$ cat src/rtl/timer_counter_core.sv
// timer_counter_core: prescaled down-counter timer with one-shot and auto-reload
// modes. It produces a sticky expiry flag, a one-cycle expiry strobe and a live
// count readback. Single clock domain, asynchronous active-low reset.
module timer_counter_core #(
  parameter int WIDTH          = 32,
  parameter int PRESCALE_WIDTH = 8
) (
  input  logic                      clk,
  input  logic                      reset_n,
  input  logic [WIDTH-1:0]          load_value,
  input  logic                      start,
  input  logic                      stop,
  input  logic                      auto_reload,
  input  logic [PRESCALE_WIDTH-1:0] prescale,
  input  logic                      expired_clr,
  output logic [WIDTH-1:0]          count,
  output logic                      running,
  output logic                      expired,
  output logic                      expired_pulse
);

  typedef enum logic [1:0] {
    IDLE    = 2'd0,
    RUNNING = 2'd1,
    EXPIRED = 2'd2
  } state_t;

  state_t                    state;
  logic [PRESCALE_WIDTH-1:0] psc;
  logic                      start_q;
  logic                      start_evt;
  logic                      tick;
  logic                      load_zero;

  // The start input is a register level, so only its rising edge acts.
  assign start_evt = start & ~start_q;
  // Using >= means lowering prescale mid-run cannot strand psc above it.
  assign tick      = (psc >= prescale);
  assign load_zero = (load_value == '0);

  // Timer FSM with the counter, prescaler and all outputs registered together.
  // Later assignments win, so an expiry in the same cycle overrides expired_clr.
  always_ff @(posedge clk or negedge reset_n) begin
    if (!reset_n) begin
      state         <= IDLE;
      count         <= '0;
      psc           <= '0;
      start_q       <= 1'b0;
      running       <= 1'b0;
      expired       <= 1'b0;
      expired_pulse <= 1'b0;
    end else begin
      start_q       <= start;
      expired_pulse <= 1'b0;
      if (expired_clr) begin
        expired <= 1'b0;
      end

      if (stop) begin
        // Halt: count freezes, any simultaneous start edge is discarded.
        state   <= IDLE;
        running <= 1'b0;
        psc     <= '0;
      end else if (start_evt) begin
        psc <= '0;
        if (!load_zero) begin
          count   <= load_value;
          state   <= RUNNING;
          running <= 1'b1;
        end else begin
          // A zero load expires once and parks, rather than re-firing every tick.
          count         <= '0;
          state         <= EXPIRED;
          running       <= 1'b0;
          expired       <= 1'b1;
          expired_pulse <= 1'b1;
        end
      end else if (state == RUNNING) begin
        if (tick) begin
          psc <= '0;
          if (count > WIDTH'(1)) begin
            count <= count - WIDTH'(1);
          end else begin
            expired       <= 1'b1;
            expired_pulse <= 1'b1;
            if (auto_reload && !load_zero) begin
              count <= load_value;
            end else begin
              count   <= '0;
              state   <= EXPIRED;
              running <= 1'b0;
            end
          end
        end else begin
          psc <= psc + PRESCALE_WIDTH'(1);
        end
      end
    end
  end

endmodule

$ cat config.mk
export PLATFORM = sky130hd
export DESIGN_NAME = timer_counter_core
export DESIGN_NICKNAME = d
export VERILOG_FILES = /design/src/rtl/timer_counter_core.sv
export SDC_FILE = /design/constraint.sdc
export NUM_CORES = 1
export LEC_CHECK = 0
export BUFFER_PORTS_ARGS = -buffer_cell sky130_fd_sc_hd__buf_2
export CORE_ASPECT_RATIO = 1.5
export CORE_UTILIZATION = 35
export CTS_CLUSTER_DIAMETER = 100
export DETAILED_ROUTE_END_ITERATION = 7
export PLACE_DENSITY = 0.67
export SETUP_SLACK_MARGIN = 0.05
export SYNTH_ARGS = -nofsm -noshare
export SYNTH_HDL_FRONTEND = slang
export SYNTH_SLANG_ARGS = --single-unit
$ cat constraint.sdc
create_clock -name clk -period 3.2 [get_ports clk]
set_clock_uncertainty 0.15 [all_clocks]
set_input_delay 0.16 -clock clk [delete_from_list [all_inputs] [get_ports clk]]
set_output_delay 0.16 -clock clk [all_outputs]
set_load 0.02 [all_outputs]
# Yosys cells after proc, flatten, opt, wreduce, memory -nomap -nowiden
# Cells that the tools add are included.
[word_totals]
ff_bits = 46
output_inout_bits = 35
wordCells = 63
[op_classes]
add_sub_neg = 2
n_lt_le_gt_ge = 2
eq_ne = 3
muxes = 37
bitwise_logic = 3
n_reduce_logical = 9
[op_table]
columns = ["cell", "n"]
rows = [
  ["32-bit two-way mux", 6],
  ["32-bit by 1-bit greater-than comparator with 1-bit output, second input constant", 1],
  ["32-bit zero test", 1],
  ["8-bit two-way mux", 4],
  ["32-bit by 1-bit subtractor with 32-bit output, second input constant", 1],
  ["1-bit two-way mux", 20],
  ["2-bit two-way mux", 7],
  ["8-bit by 1-bit adder with 8-bit output, second input constant", 1],
  ["8-bit >= comparator", 1],
  ["3-bit != test, second input constant", 2],
  ["3-bit nonzero test", 2],
  ["4-bit AND reduction", 1],
  ["2-bit nonzero test", 2],
  ["3-bit AND reduction", 1],
  ["2-bit by 1-bit == test with 1-bit output, second input constant", 1],
  ["1-bit inverter", 2],
  ["1-bit bitwise AND", 1],
  ["1-bit logical AND", 1],
  ["1-bit zero test", 1],
]

# Depth between registers and ports, before layout
# Gate-level depths: netlist of run 1.
[logic_depth]
ltp_word = 9
ltp_mapped = 10
mapped_depth_nobuf = 8

# Least setup slack after synthesis of run 1
# No wires, ideal clock.
[synth_path]
path_type = "register to register"
start = "reg count[0]"
end = "reg count[25]"
setup_time_ps = 126
t_arrival_ps = 2445
required_ps = 2924
path_slack_ps = 479
path_stages_with_launch = 11
path_buffers = 2
cell_sequence = "dfrtp_1 -> inv_1 -> ha_1 -> o21ba_2 -> and4_1 -> clkbuf_1 -> and3_1 -> a21o_1 -> and2_2 -> buf_4 -> a221o_1"
[synth_via]
elab_chain_cells = 5
[synth_rtl]
columns = ["item", "line", "text"]
rows = [
  ["start, declared", "16", "output logic [WIDTH-1:0] count,"],
  ["start signal, assigned", "67", "count <= load_value;"],
  ["start signal, assigned", "82", "count <= count - WIDTH'(1);"],
  ["start signal, assigned", "87", "count <= load_value;"],
  ["32-bit by 1-bit subtractor with 32-bit output / 32-bit by 1-bit greater-than comparator with 1-bit output (equally long branches)", "82, 81", ""],
  ["32-bit two-way mux *", "81", "if (count > WIDTH'(1)) begin"],
  ["32-bit two-way mux *", "79", "if (tick) begin"],
  ["32-bit two-way mux *", "78", "end else if (state == RUNNING) begin"],
  ["32-bit two-way mux *", "64", "end else if (start_evt) begin"],
]
# Mark *: on every way between the ends. The rest lies on a longest branch, timed or not. The select of a mux whose other input is x is not followed.
# A chain may end at the register's enable or synchronous reset.

# Final worst setup path of run 1
[layout_path]
start = "reg count[20]"
end = "reg count[6]"
[layout_via]
elab_chain_cells = 5
[layout_rtl]
columns = ["item", "line"]
rows = [
  ["32-bit by 1-bit greater-than comparator with 1-bit output", "81"],
  ["32-bit two-way mux", "81"],
  ["32-bit two-way mux", "79"],
  ["32-bit two-way mux", "78"],
  ["32-bit two-way mux", "64"],
]
# Every way passes these cells. The select of a mux whose other input is x is not followed.

==> results of run 1 <==
[worst paths after layout]
check                                from         to  slack, ns  depth (start not counted)
setup / recovery                count[20]   count[6]       0.37                          6
hold / removal             load_value[30]  count[30]     -0.002                          3
setup reg to reg                count[20]   count[6]       0.37                          6
hold reg to reg                    psc[7]     psc[7]       0.39                          2
max in group asynchronous         reset_n     psc[7]       1.81                          2
min in group asynchronous         reset_n  count[20]       0.44                          2
[routing by layer]
layer / track usage (%) / vias up / share of wire, %
met1: 27.17 / 1573 / 40
met4: 10.12 / 0 / 3.2
met3: 2.734 / 22 / 5.1
met5: 0 / - / 0
li1: - / 1566 / -
met2: 42.11 / 147 / 52
[cell families after synthesis]
logic type,after synthesis,synth area share (%)
xor+xnor,5,1.438
fa+ha+maj,11,4.517
buf+inv,33,4.353
compound gates,111,24.44
simple gates,156,28.30
flops,45,36.96
[power groups by stage]
stage | clock (mW) | sequential [mW] | combinational (mW)
after floorplan | 0 | 0.922 | 0.352
after global placement | 0 | 0.830 | 0.728
after detailed placement | 0 | 0.837 | 0.735
after CTS | 0.560 | 0.827 | 0.757
after global routing | 0.585 | 0.848 | 0.834
final | 0.551 | 0.828 | 0.759
[cells in the final DEF, fill, tap and decap left out, drive strengths merged, types with 2 or more instances in the layout]
| cell type | count |
|---|---|
| a211o | 4 |
| a21boi | 2 |
| a21o | 2 |
| a21oi | 27 |
| a221o | 6 |
| a31oi | 6 |
| a41oi | 2 |
| and2 | 3 |
| and3 | 4 |
| buf | 89 |
| clkbuf | 7 |
| dfrtp | 45 |
| dlygate4sd3 | 18 |
| ha | 11 |
| inv | 19 |
| nand2 | 24 |
| nand2b | 6 |
| nand3 | 21 |
| nand4 | 8 |
| nand4b | 3 |
| nor2 | 40 |
| nor2b | 3 |
| nor3 | 11 |
| nor4 | 16 |
| o211ai | 5 |
| o21a | 5 |
| o21ai | 30 |
| o21bai | 3 |
| o221ai | 7 |
| o2bb2ai | 2 |
| or2 | 2 |
| or3 | 5 |
| or4 | 7 |
| xnor2 | 2 |
| xor2 | 3 |
[cell type report]
type | instances | area share (%)
clock buffer | 7 | 3.889
clock inverter | 1 | 0.1275
inverter | 19 | 1.817
multi-input combinational | 283 | 45.55
sequential | 45 | 28.69
tap | 107 | 3.411
timing repair buffer | 107 | 16.51
[through the flow]
stage	instances	instance area (um2)	hold WS, ns
final	569	3925	-0.001548
after global routing	569	3925	0.01680
after CTS	569	3925	0.009365
after detailed placement	543	3587	0.1476
after global placement	543	3587	0.1439
after floorplan	361	3047	-0.2856
[registers in the layout, summed over array words and instances (netlist names)]
name and flops:
expired_pulse 1, state 1, psc 8, running 1, count 32, expired 1
start_q 1
[worst max-delay path, delay by kind of cell, from the launching register on]
kind	cells	cell delay (ns)
and+or+nand+nor	4	1.72
AOI/OAI and AO/OA	2	0.49
DFF	1	0.41
==> insert_results.sql, run 1 <==
INSERT INTO impl_metrics (metric_group, metric, value, unit) VALUES
('status', 'outcome', 'finished, violations left', ''),
('status', 'violations', 'negative hold slack', ''),
('route', 'drtIter0Drc', '225', ''),
('sta', 'timing.final.hold_violations', '1', ''),
('yosys', 'yosys.area.top_type_share', '36.96', '%'),
('cells_and_area', 'fill_cell_count', '864', ''),
('power', 'internal_power', '1.293', 'mW'),
('power', 'sequentialPowerShare', '38.7', '%'),
('cells_and_area', 'final_util', '46.65', '%'),
('critical_path', 'worst_path_max_delay_cell', 'sky130_fd_sc_hd__or4_4', ''),
('die', 'initial_core_util', '36.21', '%'),
('clocking', 'clock_insertion_delay_worst_skew', '0.29', 'ns'),
('power', 'switching_share', '39.51', '%'),
('sta', 'timing.setup.tns', '0', 'ns'),
('power', 'p_comb_share', '35.5', '%'),
('place', 'place_hpwl', '7622', 'um'),
('yosys', 'seq_area_frac_synth', '36.96', '%'),
('power', 'clockPowerShare', '25.8', '%'),
('critical_path', 'worstSetupStartpointType', 'register', ''),
('grt', 'gr-total-overflow', '0', ''),
('yosys', 'synth-async-reset-ratio', '100.0', '%'),
('cells_and_area', 'areaGrowthSynthToFinish', '28.83', '%'),
('critical_path', 'list_of_cells_traversed_by_the_critical_path', 'or4_4 > nor4_4 > and3_1 > a21o_1 > and2_2 > a221o_1', ''),
('sta', 'finalSetupViolations', '0', ''),
('yosys', 'post_synth.cell_area_avg', '8.440', 'um2'),
('yosys', 'synthCells', '361', ''),
('route', 'dr_total_vias', '3308', ''),
('clocking', 'clock_tree.buffer_depth', '2', ''),
('place', 'io_buffers', '80', ''),
('flow_run', 'max-cap-violations', '0', ''),
('grt', 'grt_pass1_vias', '3275', ''),
('cells_and_area', 'multiInputGateArea', '1788', 'um2'),
('route', 'routed_wirelength', '10060', 'um'),
('cells_and_area', 'num-nets-final', '518', ''),
('sta', 'timing.slew.headroom', '30.01', '%'),
('critical_path', 'required_worst_endpoint', '3.28', 'ns'),
('critical_path', 'timing.critical_path.to_type', 'register', ''),
('place', 'dp_slack', '0.4160', 'ns'),
('yosys', 'post_synth_num_cell_types', '60', ''),
('grt', 'grt_max_degree', '46', ''),
('yosys', 'synth_area', '3047', 'um2'),
('yosys', 'synth-edff-count', '0', ''),
('yosys', 'synth_largest_area_cell', 'sky130_fd_sc_hd__dfrtp_1', ''),
('clocking', 'cts_tree', 'yes', ''),
('yosys', 'synth_ff_type', 'sky130_fd_sc_hd__dfrtp_1', ''),
('route', 'routed_wire_length_per_instance', '17.67', 'um'),
('power', 'total_leakage_power', '1.762', 'nW'),
('yosys', 'synthTopCellsByCount', '45 x sky130_fd_sc_hd__dfrtp_1, 39 x sky130_fd_sc_hd__nor2_1, 26 x sky130_fd_sc_hd__a21oi_1', ''),
('die', 'vertical_die_dimension', '116.3', 'um'),
('clocking', 'cts-buffers-inserted', '5', ''),
('clocking', 'cts_repair_resize_count', '0', ''),
('min_path', 'worst_hold_path_type', 'input pin to register', ''),
('route', 'drcViolationCount', '0', ''),
('cells_and_area', 'insertedDiodeCount', '0', ''),
('die', 'design.die.area', '9090', 'um2'),
('critical_path', 'worstPathArrival', '2.91', 'ns'),
('sta', 'maxClockFrequency', '0.3536', 'GHz'),
('sta', 'unrepaired_setup_endpoints_after_global_routing', 'no', ''),
('sta', 'drv_slew', '0', ''),
('clocking', 'cts.reportedPaths.clkPinSlew', '0.06', 'ns'),
('sta', 'fin_hold_ws', '-0.001548', 'ns'),
('route', 'vias_per_cell', '5.814', ''),
('die', 'ios', '81', ''),
('clocking', 'post_cts.repair.setup_buffers', '0', ''),
('yosys', 'synthTopCellsByArea', 'sky130_fd_sc_hd__dfrtp_1 37%, sky130_fd_sc_hd__nor2_1 4.8%, sky130_fd_sc_hd__ha_1 4.5%, sky130_fd_sc_hd__a21oi_1 4.3%, sky130_fd_sc_hd__o21ai_0 3.9%', ''),
('yosys', 'synthMostInstantiatedCell', 'sky130_fd_sc_hd__dfrtp_1', ''),
('yosys', 'synth_nets', '418', ''),
('die', 'placeableCoreArea', '8413', 'um2'),
('yosys', 'postSynthRegisterBits', '45', ''),
('grt', 'globalRouteTotalUtil', '23.11', '%'),
('sta', 'setup_slack', '0.3718', 'ns');
Note: power is estimated with default switching activity, not from simulation.
==> run 2, diff against run 1 <==
- HOLD_SLACK_MARGIN: not set -> 0.12
==> insert_results.sql, run 2 (synthesis gave the netlist of run 1 again) <==
INSERT INTO impl_metrics (metric_group, metric, value, unit) VALUES
('status', 'outcome', 'complete, no violations', ''),
('route', 'dr_total_vias', '3365', ''),
('grt', 'first_pass_grt_wire_length', '16790', 'um'),
('place', 'place_congestion', '0.9116', ''),
('critical_path', 'worstPathArrival', '2.92', 'ns'),
('cells_and_area', 'largest-register', 'count', ''),
('sta', 'final_period_minus_worst_setup_slack', '2.835', 'ns'),
('route', 'routed_length_on_met2', '5367', 'um'),
('place', 'numPlacedInstances', '543', ''),
('critical_path', 'crit_fanout', '8', ''),
('clocking', 'cts_repair_resize_count', '0', ''),
('die', 'die_w', '78.18', 'um'),
('critical_path', 'worstSetupStartpointType', 'register', ''),
('die', 'initial_core_util', '36.21', '%'),
('cells_and_area', 'finish.cell_count_without_fillers', '587', ''),
('route', 'drtIter0Drc', '236', ''),
('sta', 'worst_max_slew_pin_slew', '1.046', 'ns'),
('cells_and_area', 'num-nets-final', '536', ''),
('power', 'p_comb_share', '36.0', '%'),
('route', 'maxUsedRoutingLayer', 'met4', ''),
('min_path', 'worst_hold_path_type', 'input pin to register', ''),
('sta', 'maxClockFrequency', '0.3528', 'GHz'),
('route', 'vias_per_cell', '5.733', ''),
('power', 'internal_power', '1.307', 'mW'),
('die', 'design.die.area', '9090', 'um2'),
('power', 'total_leakage_power', '1.837', 'nW'),
('clocking', 'cts_tree', 'yes', ''),
('cells_and_area', 'layout-drive-gt1-share', '23.13', '%'),
('cells_and_area', 'insertedDiodeCount', '0', ''),
('clocking', 'root_buffer', 'sky130_fd_sc_hd__clkbuf_16', ''),
('sta', 'post-route-period-util', '88.59', '%'),
('die', 'vertical_die_dimension', '116.3', 'um'),
('clocking', 'cts-htree-levels', '2', ''),
('power', 'pwr_density_cell', '525.1', 'nW/um2'),
('route', 'ant_nets', '0', ''),
('power', 'ir_worst_vdd', '224.1', 'uV'),
('die', 'ios', '81', ''),
('sta', 'timing.setup.tns', '0', 'ns'),
('sta', 'unrepaired_setup_endpoints_after_global_routing', 'no', ''),
('sta', 'finalSetupViolations', '0', ''),
('clocking', 'cts_num_sinks', '45', ''),
('cells_and_area', 'highest_count_cells_in_the_layout_ignoring_fill_and_taps', '80 x sky130_fd_sc_hd__buf_2, 45 x sky130_fd_sc_hd__dfrtp_1, 39 x sky130_fd_sc_hd__nor2_1', ''),
('cells_and_area', 'areaGrowthSynthToFinish', '34.74', '%'),
('power', 'fin_total_pwr', '2.156', 'mW'),
('route', 'drcViolationCount', '0', ''),
('sta', 'timing.final.hold_violations', '0', ''),
('grt', 'gr-total-overflow', '0', ''),
('cells_and_area', 'layout.cells.most_common', 'sky130_fd_sc_hd__buf_2', ''),
('route', 'met3_length', '560', 'um'),
('die', 'placeableCoreArea', '8413', 'um2'),
('clocking', 'cts.reportedPaths.clkPinSlew', '0.06', 'ns'),
('sta', 'setup_slack', '0.3652', 'ns'),
('route', 'detail_route.first_pass.iterations', '7', ''),
('place', 'dp_slack', '0.4160', 'ns'),
('critical_path', 'required_worst_endpoint', '3.28', 'ns'),
('grt', 'globalRouteTotalUtil', '23.74', '%'),
('power', 'sequentialPowerShare', '38.5', '%'),
('route', 'routed_wirelength', '10330', 'um'),
('route', 'routed_wire_length_per_instance', '17.59', 'um'),
('place', 'io_buffers', '80', ''),
('grt', 'antenna_found_initial', '0', ''),
('die', 'floorplan.rows', '41', ''),
('clocking', 'clock_tree.buffer_depth', '2', ''),
('grt', 'grt_max_degree', '46', ''),
('clocking', 'cts-buffers-inserted', '5', ''),
('power', 'clockPowerShare', '25.5', '%'),
('flow_run', 'max-cap-violations', '0', ''),
('cells_and_area', 'layout_top_registers', 'count x32, psc x8', ''),
('place', 'place_hpwl', '7622', 'um'),
('sta', 'timing.slew.headroom', '30.24', '%'),
('critical_path', 'timing.setup.critical_path_class', 'register to register', ''),
('sta', 'fin_hold_ws', '0.1525', 'ns'),
('critical_path', 'timing.critical_path.to_type', 'register', ''),
('route', 'detail_route.wirelength.met1', '4024', 'um'),
('power', 'switching_share', '39.35', '%'),
('grt', 'grt_pass1_vias', '3379', ''),
('cells_and_area', 'largest_register_ffs', '32', ''),
('power', 'power_switching', '848.1', 'uW'),
('sta', 'drv_slew', '0', ''),
('clocking', 'clock_insertion_delay_worst_skew', '0.29', 'ns');
## run 2: cell count changes in the layout (fill, tap and decap cells not counted)
| cell | previous run | this run |
|---|---|---|
| sky130_fd_sc_hd__dlygate4sd3_1 | 18 | 36 |
## run 2: through the flow
stage,utilization [%],cell area (um2)
3_3_place_gp,42.64,3587
5_1_grt,48.80,4105
6_report,48.80,4105
3_5_place_dp,42.64,3587
4_1_cts,48.80,4105
2_1_floorplan,-,3047
## run 2: timing repair
action / in CTS / in global routing
setup buffers: 0 / 0
hold buffers: 36 / 0
hold endpoints to repair: 82 / 0
## run 2: cell type report
type	instances	area [um2]
Clock buffer	7	152.6
Clock inverter	1	5.005
Tap cell	107	133.9
Inverter	19	71.32
Timing Repair Buffer	125	828.3
Sequential cell	45	1126
Fill cell	845	4308
Multi-Input combinational cell	283	1788
## run 2: final timing paths
path | startpoint | endpoint | slack (ns) | cells after the start
setup / recovery | count[0] | count[14] | 0.37 | 8
hold / removal | auto_reload | state[1] | 0.15 | 4
setup reg to reg | count[0] | count[14] | 0.37 | 8
hold reg to reg | psc[7] | psc[7] | 0.40 | 2
max in group asynchronous | reset_n | psc[7] | 1.81 | 2
min in group asynchronous | reset_n | count[20] | 0.44 | 2
## run 2: power by group through the flow
stage | sequential, mW | clock (mW) | combinational, mW
3_3_place_gp | 0.830 | 0 | 0.728
6_report | 0.829 | 0.550 | 0.777
3_5_place_dp | 0.837 | 0 | 0.735
5_1_grt | 0.849 | 0.586 | 0.853
4_1_cts | 0.827 | 0.560 | 0.774
2_1_floorplan | 0.922 | 0 | 0.352
## run 2: routing by layer
| metal | vias up | track usage, % |
|---|---|---|
| li1 | 1598 | - |
| met1 | 1593 | 27.66 |
| met2 | 148 | 43.10 |
| met3 | 26 | 3.125 |
| met4 | 0 | 10.86 |
| met5 | - | 0 |
## run 2: worst max-delay path, cell delays in order, from the launching register on
cell and delay [ns]:
sky130_fd_sc_hd__dfrtp_1 0.46, sky130_fd_sc_hd__inv_1 0.09, sky130_fd_sc_hd__ha_1 0.28, sky130_fd_sc_hd__o21ba_2 0.21, sky130_fd_sc_hd__and4_1 0.27, sky130_fd_sc_hd__a31oi_2 0.53, sky130_fd_sc_hd__nand4_1 0.42, sky130_fd_sc_hd__nor3_1 0.24
sky130_fd_sc_hd__a211o_1 0.12
